==> config.mk <==
export PLATFORM = sky130hd
export DESIGN_NAME = branch_resolve_unit_flat
export DESIGN_NICKNAME = d
export VERILOG_FILES = /design/src/rtl/branch_resolve_unit_if.sv /design/src/rtl/branch_resolve_unit.sv /design/src/flat_wrapper.sv
export SDC_FILE = /design/constraint.sdc
export NUM_CORES = 1
export LEC_CHECK = 0
export ABC_AREA = 1
export BUFFER_PORTS_ARGS = -buffer_cell sky130_fd_sc_hd__buf_2
export CORE_AREA = 8 8 138 88
export CTS_CLUSTER_DIAMETER = 30
export DETAILED_ROUTE_END_ITERATION = 7
export DIE_AREA = 0 0 146 96
export PLACE_DENSITY = 0.87
export SETUP_SLACK_MARGIN = 0.3
export SYNTH_ARGS = -nofsm -noshare
export SYNTH_HDL_FRONTEND = slang
export SYNTH_SLANG_ARGS = --single-unit
==> constraint.sdc <==
create_clock -name clk -period 4.8 [get_ports clk]
set_clock_uncertainty 0.15 [all_clocks]
set_input_delay 0.96 -clock clk [delete_from_list [all_inputs] [get_ports clk]]
set_output_delay 0.96 -clock clk [all_outputs]
set_load 0.005 [all_outputs]
==> src/rtl/branch_resolve_unit_if.sv <==
// ---------------------------------------------------------------------------
// branch_resolve_unit_if
//   Bundles the fetch-side prediction push, the EX-stage branch operands and
//   the registered resolution / redirect outputs of branch_resolve_unit.
//   Optional macro BRANCH_STATS_EN adds the stat_branches / stat_mispredicts
//   counters to the bundle.
// Signals
//   pred_push, pred_taken   fetch pushes a predicted direction
//   pred_ready              queue can accept a push
//   ex_valid, ex_funct3     branch in EX and its condition code
//   ex_rs1, ex_rs2          branch operands (XLEN)
//   ex_pc, ex_imm           branch PC and sign-extended B-immediate (XLEN)
//   taken_info              resolved direction (held between updates)
//   valid_taken_info        one-cycle predictor update strobe
//   redirect_valid, flush   one-cycle mispredict strobe
//   redirect_pc             correct next PC after a mispredict
//   illegal_branch          one-cycle strobe for funct3 010/011
// Modports
//   master  drives fetch/EX inputs, observes results (pipeline side)
//   slave   the resolve unit itself
// ---------------------------------------------------------------------------
interface branch_resolve_if #(
  parameter int XLEN = 32
);
  logic            pred_push;
  logic            pred_taken;
  logic            pred_ready;
  logic            ex_valid;
  logic [2:0]      ex_funct3;
  logic [XLEN-1:0] ex_rs1;
  logic [XLEN-1:0] ex_rs2;
  logic [XLEN-1:0] ex_pc;
  logic [XLEN-1:0] ex_imm;
  logic            taken_info;
  logic            valid_taken_info;
  logic            redirect_valid;
  logic [XLEN-1:0] redirect_pc;
  logic            flush;
  logic            illegal_branch;
`ifdef BRANCH_STATS_EN
  logic [31:0]     stat_branches;
  logic [31:0]     stat_mispredicts;
`endif

  modport master (
    output pred_push, pred_taken, ex_valid, ex_funct3,
           ex_rs1, ex_rs2, ex_pc, ex_imm,
    input  pred_ready, taken_info, valid_taken_info, redirect_valid,
           redirect_pc, flush, illegal_branch
`ifdef BRANCH_STATS_EN
    , input stat_branches, stat_mispredicts
`endif
  );

  modport slave (
    input  pred_push, pred_taken, ex_valid, ex_funct3,
           ex_rs1, ex_rs2, ex_pc, ex_imm,
    output pred_ready, taken_info, valid_taken_info, redirect_valid,
           redirect_pc, flush, illegal_branch
`ifdef BRANCH_STATS_EN
    , output stat_branches, stat_mispredicts
`endif
  );
endinterface

==> src/rtl/branch_resolve_unit.sv <==
// ---------------------------------------------------------------------------
// branch_resolve_unit
//   Execute-stage branch resolver. Keeps a small FIFO of directions predicted
//   at fetch, resolves RV32I conditional branches in EX against the head of
//   that FIFO, and emits registered predictor-update and redirect strobes.
//   A mispredict clears the FIFO (all queued predictions are younger).
// Parameters
//   DEPTH  prediction FIFO entries (power of two, >= 2)
//   XLEN   operand / PC width
// Ports
//   clk    rising-edge clock
//   reset  asynchronous, active-low reset
//   bus    branch_resolve_if.slave (fetch push, EX operands, results)
// Configuration
//   BRANCH_STATS_EN  when defined, adds saturating 32-bit counters of legal
//                    resolutions and of mispredicts.
// ---------------------------------------------------------------------------
module branch_resolve_unit #(
  parameter int DEPTH = 4,
  parameter int XLEN  = 32
) (
  input logic               clk,
  input logic               reset,
  branch_resolve_if.slave   bus
);
  localparam int AW = $clog2(DEPTH);
  localparam int CW = AW + 1;

  localparam logic [2:0] F3_BEQ  = 3'b000;
  localparam logic [2:0] F3_BNE  = 3'b001;
  localparam logic [2:0] F3_BLT  = 3'b100;
  localparam logic [2:0] F3_BGE  = 3'b101;
  localparam logic [2:0] F3_BLTU = 3'b110;
  localparam logic [2:0] F3_BGEU = 3'b111;

  function automatic logic [31:0] sat_inc(input logic [31:0] v, input logic en);
    return (en && (v != 32'hFFFF_FFFF)) ? v + 32'd1 : v;
  endfunction

  logic [DEPTH-1:0] pred_mem_q;
  logic [AW-1:0]    rd_ptr_q, rd_ptr_d, wr_ptr_q, wr_ptr_d;
  logic [CW-1:0]    count_q, count_d;

  logic             taken_info_q, taken_info_d;
  logic             vld_q, redirect_q, illegal_q;
  logic [XLEN-1:0]  redirect_pc_q, redirect_pc_d;

  logic                   full, empty, legal, resolve, taken, predicted;
  logic                   mispredict, pop, push_ok;
  logic signed [XLEN-1:0] rs1_s, rs2_s;

  assign rs1_s   = bus.ex_rs1;
  assign rs2_s   = bus.ex_rs2;
  assign full    = (count_q == CW'(DEPTH));
  assign empty   = (count_q == '0);
  // funct3 010/011 are the only reserved branch encodings.
  assign legal   = (bus.ex_funct3[2:1] != 2'b01);
  assign resolve = bus.ex_valid && legal;

  always_comb begin
    taken = 1'b0;
    unique case (bus.ex_funct3)
      F3_BEQ:  taken = (bus.ex_rs1 == bus.ex_rs2);
      F3_BNE:  taken = (bus.ex_rs1 != bus.ex_rs2);
      F3_BLT:  taken = (rs1_s <  rs2_s);
      F3_BGE:  taken = (rs1_s >= rs2_s);
      F3_BLTU: taken = (bus.ex_rs1 <  bus.ex_rs2);
      F3_BGEU: taken = (bus.ex_rs1 >= bus.ex_rs2);
      default: taken = 1'b0;
    endcase
  end

  // An empty queue means fetch never predicted this branch: treat as not taken.
  assign predicted  = empty ? 1'b0 : pred_mem_q[rd_ptr_q];
  assign mispredict = resolve && (taken != predicted);
  assign pop        = resolve && !empty;
  // Push acceptance looks only at full, never at a same-cycle pop.
  assign push_ok    = bus.pred_push && !full;

  always_comb begin
    rd_ptr_d      = rd_ptr_q;
    wr_ptr_d      = wr_ptr_q;
    count_d       = count_q;
    taken_info_d  = taken_info_q;
    redirect_pc_d = redirect_pc_q;
    if (resolve) taken_info_d = taken;
    if (mispredict) begin
      // Flush wins over any same-cycle push.
      rd_ptr_d      = '0;
      wr_ptr_d      = '0;
      count_d       = '0;
      redirect_pc_d = taken ? bus.ex_pc + bus.ex_imm : bus.ex_pc + XLEN'(4);
    end else begin
      if (push_ok) wr_ptr_d = wr_ptr_q + AW'(1);
      if (pop)     rd_ptr_d = rd_ptr_q + AW'(1);
      if (push_ok && !pop)      count_d = count_q + CW'(1);
      else if (pop && !push_ok) count_d = count_q - CW'(1);
    end
  end

  // ---- queue storage (data only, no reset) ----
  always_ff @(posedge clk) begin
    if (push_ok && !mispredict) pred_mem_q[wr_ptr_q] <= bus.pred_taken;
  end

  // ---- EX -> registered outputs ----
  always_ff @(posedge clk or negedge reset) begin
    if (!reset) begin
      rd_ptr_q      <= '0;
      wr_ptr_q      <= '0;
      count_q       <= '0;
      taken_info_q  <= 1'b0;
      vld_q         <= 1'b0;
      redirect_q    <= 1'b0;
      illegal_q     <= 1'b0;
      redirect_pc_q <= '0;
    end else begin
      rd_ptr_q      <= rd_ptr_d;
      wr_ptr_q      <= wr_ptr_d;
      count_q       <= count_d;
      taken_info_q  <= taken_info_d;
      vld_q         <= resolve;
      redirect_q    <= mispredict;
      illegal_q     <= bus.ex_valid && !legal;
      redirect_pc_q <= redirect_pc_d;
    end
  end

  assign bus.pred_ready       = !full;
  assign bus.taken_info       = taken_info_q;
  assign bus.valid_taken_info = vld_q;
  assign bus.redirect_valid   = redirect_q;
  assign bus.flush            = redirect_q;
  assign bus.redirect_pc      = redirect_pc_q;
  assign bus.illegal_branch   = illegal_q;

`ifdef BRANCH_STATS_EN
  logic [31:0] stat_br_q, stat_mp_q;

  always_ff @(posedge clk or negedge reset) begin
    if (!reset) begin
      stat_br_q <= '0;
      stat_mp_q <= '0;
    end else begin
      stat_br_q <= sat_inc(stat_br_q, resolve);
      stat_mp_q <= sat_inc(stat_mp_q, mispredict);
    end
  end

  assign bus.stat_branches    = stat_br_q;
  assign bus.stat_mispredicts = stat_mp_q;
`endif
endmodule
==> src/flat_wrapper.sv <==
// flat-port wrapper written by rule: the top's interface ports become plain ports
module branch_resolve_unit_flat 
#(
  parameter int DEPTH = 4,
  parameter int XLEN  = 32
)
  (clk, reset, bus_pred_push, bus_pred_taken, bus_ex_valid, bus_ex_funct3, bus_ex_rs1, bus_ex_rs2, bus_ex_pc, bus_ex_imm, bus_pred_ready, bus_taken_info, bus_valid_taken_info, bus_redirect_valid, bus_redirect_pc, bus_flush, bus_illegal_branch);
  branch_resolve_if #(.XLEN(XLEN)) bus_i ();
  input logic clk;
  input logic reset;
  input wire logic [$bits(bus_i.pred_push)-1:0] bus_pred_push;
  input wire logic [$bits(bus_i.pred_taken)-1:0] bus_pred_taken;
  input wire logic [$bits(bus_i.ex_valid)-1:0] bus_ex_valid;
  input wire logic [$bits(bus_i.ex_funct3)-1:0] bus_ex_funct3;
  input wire logic [$bits(bus_i.ex_rs1)-1:0] bus_ex_rs1;
  input wire logic [$bits(bus_i.ex_rs2)-1:0] bus_ex_rs2;
  input wire logic [$bits(bus_i.ex_pc)-1:0] bus_ex_pc;
  input wire logic [$bits(bus_i.ex_imm)-1:0] bus_ex_imm;
  output wire logic [$bits(bus_i.pred_ready)-1:0] bus_pred_ready;
  output wire logic [$bits(bus_i.taken_info)-1:0] bus_taken_info;
  output wire logic [$bits(bus_i.valid_taken_info)-1:0] bus_valid_taken_info;
  output wire logic [$bits(bus_i.redirect_valid)-1:0] bus_redirect_valid;
  output wire logic [$bits(bus_i.redirect_pc)-1:0] bus_redirect_pc;
  output wire logic [$bits(bus_i.flush)-1:0] bus_flush;
  output wire logic [$bits(bus_i.illegal_branch)-1:0] bus_illegal_branch;
  assign bus_i.pred_push = bus_pred_push;
  assign bus_i.pred_taken = bus_pred_taken;
  assign bus_i.ex_valid = bus_ex_valid;
  assign bus_i.ex_funct3 = bus_ex_funct3;
  assign bus_i.ex_rs1 = bus_ex_rs1;
  assign bus_i.ex_rs2 = bus_ex_rs2;
  assign bus_i.ex_pc = bus_ex_pc;
  assign bus_i.ex_imm = bus_ex_imm;
  assign bus_pred_ready = bus_i.pred_ready;
  assign bus_taken_info = bus_i.taken_info;
  assign bus_valid_taken_info = bus_i.valid_taken_info;
  assign bus_redirect_valid = bus_i.redirect_valid;
  assign bus_redirect_pc = bus_i.redirect_pc;
  assign bus_flush = bus_i.flush;
  assign bus_illegal_branch = bus_i.illegal_branch;
  branch_resolve_unit #(.DEPTH(DEPTH), .XLEN(XLEN)) u_core (.clk(clk), .reset(reset), .bus(bus_i));
endmodule
# Yosys cells after proc, flatten, opt, wreduce, memory -nomap -nowiden
# Cells that the tools add are included.
op_classes:
  n_addsub: 6
  n_mul: 0
  n_div: 0
  magnitude_cmp: 7
  n_eq_ne: 10
  n_shift: 0
  muxes: 15
  n_bitwise: 0
  reduce_logical: 20
op_table:
  columns: ["operator", "n"]
  rows:
  - [">= comparator 32 bit", 2]
  - ["less-than comparator 32 bit", 2]
  - ["adder 32 x 3 -> 32 bit, second input constant", 1]
  - ["adder 32 bit", 1]
  - ["== test 32 bit", 1]
  - ["2-to-1 mux 32 bit", 1]
  - ["!= test 32 bit", 1]
  - ["== test 3 bit, second input constant", 5]
  - ["logical AND 1 bit", 9]
  - ["2-to-1 mux 3 bit", 3]
  - ["2-to-1 mux 2 bit", 4]
  - ["logical NOT 1 bit", 6]
  - ["logical NOT 3 bit", 2]
  - ["less-than comparator 2 x 3 -> 1 bit, second input constant", 2]
  - ["case mux 1 bit (6 select lines)", 1]
  - ["adder 2 x 1 -> 2 bit, second input constant", 2]
  - ["bitwise mux 4 bit", 1]
  - ["nonzero test 2 bit", 2]
  - ["adder 3 x 1 -> 3 bit, second input constant", 1]
  - ["== test 3 x 1 -> 1 bit, second input constant", 1]
  - ["2-to-1 mux 1 bit", 3]
  - ["nonzero test 3 bit", 1]
  - ["subtractor 3 x 1 -> 3 bit, second input constant", 1]
  - ["binary-select mux 1 bit (select 2 bit)", 1]
  - ["4 further kinds", 4]
totals:
  reg_bits: 47
  latch_bits: 0
  mem_bits_rw: 0
  mem_bits_ro: 0
  input_bits: 136
  out_inout_bits: 38
  elab_cells: 67
  n_memories: 0

# Longest topological paths before layout
logic_depth:
  word_depth: 8
  depth_mapped: 23
  mapped_depth_nobuf: 22

# Least setup slack after synthesis
# Ideal clock, no wire load.
synth_path:
  kind: "input to register"
  startpoint: "input bus_ex_imm[0]"
  endpoint: "register u_core.redirect_pc_q[28], in the netlist u_core.bus.redirect_pc[28]"
  t_arrival_ns: 2.828
  setup_slack_ns: 1.705
  path_stages: 13
  cell_sequence: "ha_1 > inv_1 > fa_1 > o21ai_0 > a21oi_1 > o21ai_0 > nand3_1 > nand2_1 > nand2_1 > nand3_1 > nand2_1 > nand2_1 > nand2_1"
synth_via:
  elab_chain_len: 2
synth_rtl:
  columns: ["item", "line_no", "source"]
  rows:
  - ["start, declared", "flat_wrapper.sv:18", "input wire logic [$bits(bus_i.ex_imm)-1:0] bus_ex_imm;"]
  - ["adder 32 bit", "branch_resolve_unit.sv:92", "redirect_pc_d = taken ? bus.ex_pc + bus.ex_imm : bus.ex_pc + XLEN'(4);"]
  - ["2-to-1 mux 32 bit", "branch_resolve_unit.sv:92", null]
  - ["end signal, assigned", "branch_resolve_unit.sv:125", "redirect_pc_q <= redirect_pc_d;"]
  - ["end, declared", "branch_resolve_unit.sv:46", "logic [XLEN-1:0] redirect_pc_q, redirect_pc_d;"]
# No other way between the ends.
# A chain may end at the register's enable or synchronous reset.

# Final worst setup path
layout_path:
  startpoint: "input bus_ex_pc[0]"
  endpoint: "register u_core.redirect_pc_q[18], in the netlist u_core.bus.redirect_pc[18]"
layout_via:
  elab_chain_len: 2
  elab_cells_between_ends: 3
  classes_between: "add/sub (2); mux (1)"
layout_rtl:
  columns: ["item", "line_no", "source"]
  rows:
  - ["start, declared", "flat_wrapper.sv:17", "input wire logic [$bits(bus_i.ex_pc)-1:0] bus_ex_pc;"]
  - ["adder 32 x 3 -> 32 bit / adder 32 bit (equally long branches)", "branch_resolve_unit.sv:92", null]
  - ["2-to-1 mux 32 bit (*)", "branch_resolve_unit.sv:92", null]
# Every way passes the cells marked *; elsewhere a longest branch is shown, timed or not.

==> impl_metrics.csv <==
group,metric,value,unit
clock_tree,cts.clk_slew.worst_paths,0.06,ns
drt,via_per_inst,5.23,
clock_tree,h-tree-depth,2,
clock_tree,cts_tree,"done",
placed_design,pre_cts_slack,0.900,ns
placed_design,placed_cell_area,0.00666,mm^2
worst_setup_path,worstReg2RegStart,"u_core.count_q[0]$_DFFE_PN0P_",
placed_design,gp_congestion,1.02,
worst_setup_path,crit_arrival,3.78,ns
worst_setup_path,critical_path_class,"in -> reg",
synth,yosys_warnings,0,
sta,fmax,0.270,GHz
global_routing,grt_first_pass_wirelength,27800,um
worst_setup_path,startpoint_type,"primary input",
global_routing,met1_usage,34.7,%
clock_tree,post_cts_resized,0,
sta,grt_setup_unrepaired,"false",
sta,tns,0,ns
synth,netlist_area,0.00571,mm^2
clock_tree,clk_latency,0.28,ns
global_routing,grtUsageMet2,35.2,%
run,maxCapViolCount,0,
global_routing,grt_pass1_vias,5789,
final_layout,fin_nets,1264,
global_routing,antenna_found_initial,0,
worst_setup_path,reg2reg_depth,12,
outcome,outcome,"finished, final reports clean",
floorplan,io_pins,174,
global_routing,grt_overflow,0,
sta,setup_ws,1.09,ns
final_layout,final_util,66.8,%
pwr,ir_drop,218,uV
sta,worst_pin_slew,0.922,ns
worst_setup_path,worstReg2RegEnd,"u_core.count_q[2]$_DFFE_PN0P_",
drt,drt-initial-drc-count,444,
drt,ant_nets,0,
final_layout,instances_no_fill,1197,
placed_design,dp_hpwl,14900,um
clock_tree,post_cts_buffers,0,
worst_setup_path,endpoint_kind,"flip-flop",
drt,drt_pass1_iterations,5,
floorplan,rows,29,
floorplan,start_util,55.8,%
sta,maxSlewViolCount,0,
synth,syn_nets,1096,
clock_tree,clkSinkCount,47,
synth,synthFlopType,"dfrtp_1",
clock_tree,root_buffer,"clkbuf_16",
final_layout,area_delta_synth_final,19.6,%
sta,hold_viol_final,0,
floorplan,dieWidth,146,um
pwr,powerDensity,314,mW/mm^2
worst_setup_path,critPathRequiredTime,4.87,ns
floorplan,die_h,96,um
worst_setup_path,critPathLaunch,"bus_ex_pc[0]",
sta,max_slew_margin,38.5,%
floorplan,core,0.0102,mm^2
sta,fin_crit,3.71,ns
global_routing,grt.met3_usage,6.71,%
placed_design,dp_cells,1189,
global_routing,grtUsageTotal,24.0,%
drt,vias,6256,
synth,synth_edf_count,4,
drt,wl_per_cell,14.5,um
synth,async_flop_share,91.5,%
final_layout,drive_gt1_share,18.6,%
clock_tree,cts_made_buffers,5,
global_routing,grt_max_degree,44,
global_routing,busiest_layer,"met2",
synth,ys_ff_latch,47,
sta,finalSetupViolations,0,
drt,drc,0,
clock_tree,clk_path_buf_depth,2,
floorplan,dieArea,0.0140,mm^2
placed_design,numPortBuffers,173,
synth,avgSynthCellArea,6.43,um^2
pwr,p_leak,3.93,nW
worst_setup_path,ff2ff_setup_slack,2.36,ns
final_layout,final_cell_area,0.00683,mm^2
sta,min_period_over_period,77.3,%
synth,ys_seq_area_share,20.9,%
final_layout,antennaDiodeCount,0,
hold_path,hp-class,"reg -> reg",
clock_tree,hold_buffers,0,
synth,ys_types,39,
worst_setup_path,crit_fanout,4,
drt,routed_wl,17300,um
synth,syn_inst,889,
worst_setup_path,setup.worst_path.end,"u_core.bus.redirect_pc[18]$_DFFE_PN0P_",
==> per-stage QoR <==
stage / power (mW) / hold WS (ns)
final: 2.14 / 0.332
after global routing: 2.32 / 0.347
after CTS: 2.13 / 0.329
after detailed placement: 1.74 / 0.311
after global placement: 1.71 / 0.311
after floorplan: 1.34 / 0.322
==> how the worst min path moves through the flow <==
stage | slack [ns] | to | startpoint | cells after the start
after floorplan | 0.32 | u_core.bus.redirect_pc[0]$_DFFE_PN0P_ | u_core.bus.redirect_pc[0]$_DFFE_PN0P_ | 2
after detailed placement | 0.31 | u_core.bus.redirect_pc[1]$_DFFE_PN0P_ | u_core.bus.redirect_pc[1]$_DFFE_PN0P_ | 2
after global routing | 0.35 | u_core.bus.redirect_pc[14]$_DFFE_PN0P_ | u_core.bus.redirect_pc[14]$_DFFE_PN0P_ | 2
final | 0.33 | u_core.bus.redirect_pc[24]$_DFFE_PN0P_ | u_core.bus.redirect_pc[24]$_DFFE_PN0P_ | 2
after CTS | 0.33 | u_core.bus.redirect_pc[1]$_DFFE_PN0P_ | u_core.bus.redirect_pc[1]$_DFFE_PN0P_ | 2
after global placement | 0.31 | u_core.bus.redirect_pc[14]$_DFFE_PN0P_ | u_core.bus.redirect_pc[14]$_DFFE_PN0P_ | 2
==> worst max-delay path: stages <==
cell and delay (ns):
buf_2 0.09, ha_1 0.24, inv_1 0.10, fa_1 0.42
o21ai_0 0.45, a21oi_1 0.24, inv_1 0.13, a21oi_1 0.09
o21ai_0 0.41, xor2_1 0.24, nand2_1 0.10, o21ai_1 0.11
nand2_1 0.11, nand2_1 0.08
==> routing by layer <==
layer  vias up  wire [um]
met4         0        205
met2       256       6970
met1      2785       8080
met3        20       2090
li1       3195          -
met5         -          0
==> layout by cell type (no fill, tap or decap), types with 13 or more instances in the layout <==
master,Yosys,final
buf_2,6,173
dfrtp_1,43,43
nor3_1,14,14
xnor2_1,24,24
xor2_1,32,32
o21ai_1,13,13
inv_1,121,121
ha_1,69,69
o21ai_0,35,35
a21oi_1,57,57
nand2_1,298,298
nand3_1,41,41
nor2_1,69,69
==> report_power, final <==
| group | internal (mW) | total, mW | switching, mW |
|---|---|---|---|
| clock network | 0.241 | 0.388 | 0.148 |
| logic | 0.420 | 1.09 | 0.667 |
| registers | 0.563 | 0.669 | 0.105 |
==> flip-flops by register name, indices dropped and copies added, names as in the netlist <==
signal and flops:
u_core.count_q 3, u_core.bus.valid_taken_info 1, u_core.bus.taken_info 1, u_core.bus.flush 1, u_core.rd_ptr_q 2, u_core.pred_mem_q 4
u_core.wr_ptr_q 2, u_core.bus.illegal_branch 1, u_core.bus.redirect_pc 32
==> cell type report <==
cell class	instances	area (um^2)
Multi-Input combinational cell	705	3950
Inverter	123	463
Tap cell	139	174
Timing Repair Buffer	175	881
Sequential cell	47	1200
Fill cell	916	3400
Clock inverter	1	8.76
Clock buffer	7	164
==> cell usage after synthesis, types with 2 or more instances <==
library cell  instances  area, um^2
nand2_1             298        1120
inv_1               121         454
ha_1                 69         863
nor2_1               69         259
a21oi_1              57         285
dfrtp_1              43        1080
nand3_1              41         205
o21ai_0              35         175
xor2_1               32         280
xnor2_1              24         210
nor3_1               14        70.1
o21ai_1              13        65.1
nand4_1              10        62.6
nor4_1                7        43.8
a21o_1                6        45.0
buf_2                 6        30.0
buf_6                 5        56.3
a31oi_1               4        25.0
edfxtp_1              4         120
o21bai_1              4        30.0
buf_4                 3        22.5
nand2_2               3        18.8
fa_1                  2        40.0
nand3_2               2        20.0
nor2_2                2        12.5
o221ai_1              2        17.5
==> logic make-up (layout without fill, tap and decap cells) <==
| family | Yosys count | after routing | share of synthesized area [%] |
|---|---|---|---|
| AND/OR/NAND/NOR | 453 | 453 | 32.8 |
| XOR/XNOR | 56 | 56 | 8.59 |
| adder cells (fa/ha/maj) | 71 | 71 | 15.8 |
| AO/OA/AOI/OAI | 125 | 125 | 11.8 |
| buffers and inverters | 137 | 306 | 10.0 |
| flip-flops | 47 | 47 | 20.9 |
Power figures use the tool's default switching activity.
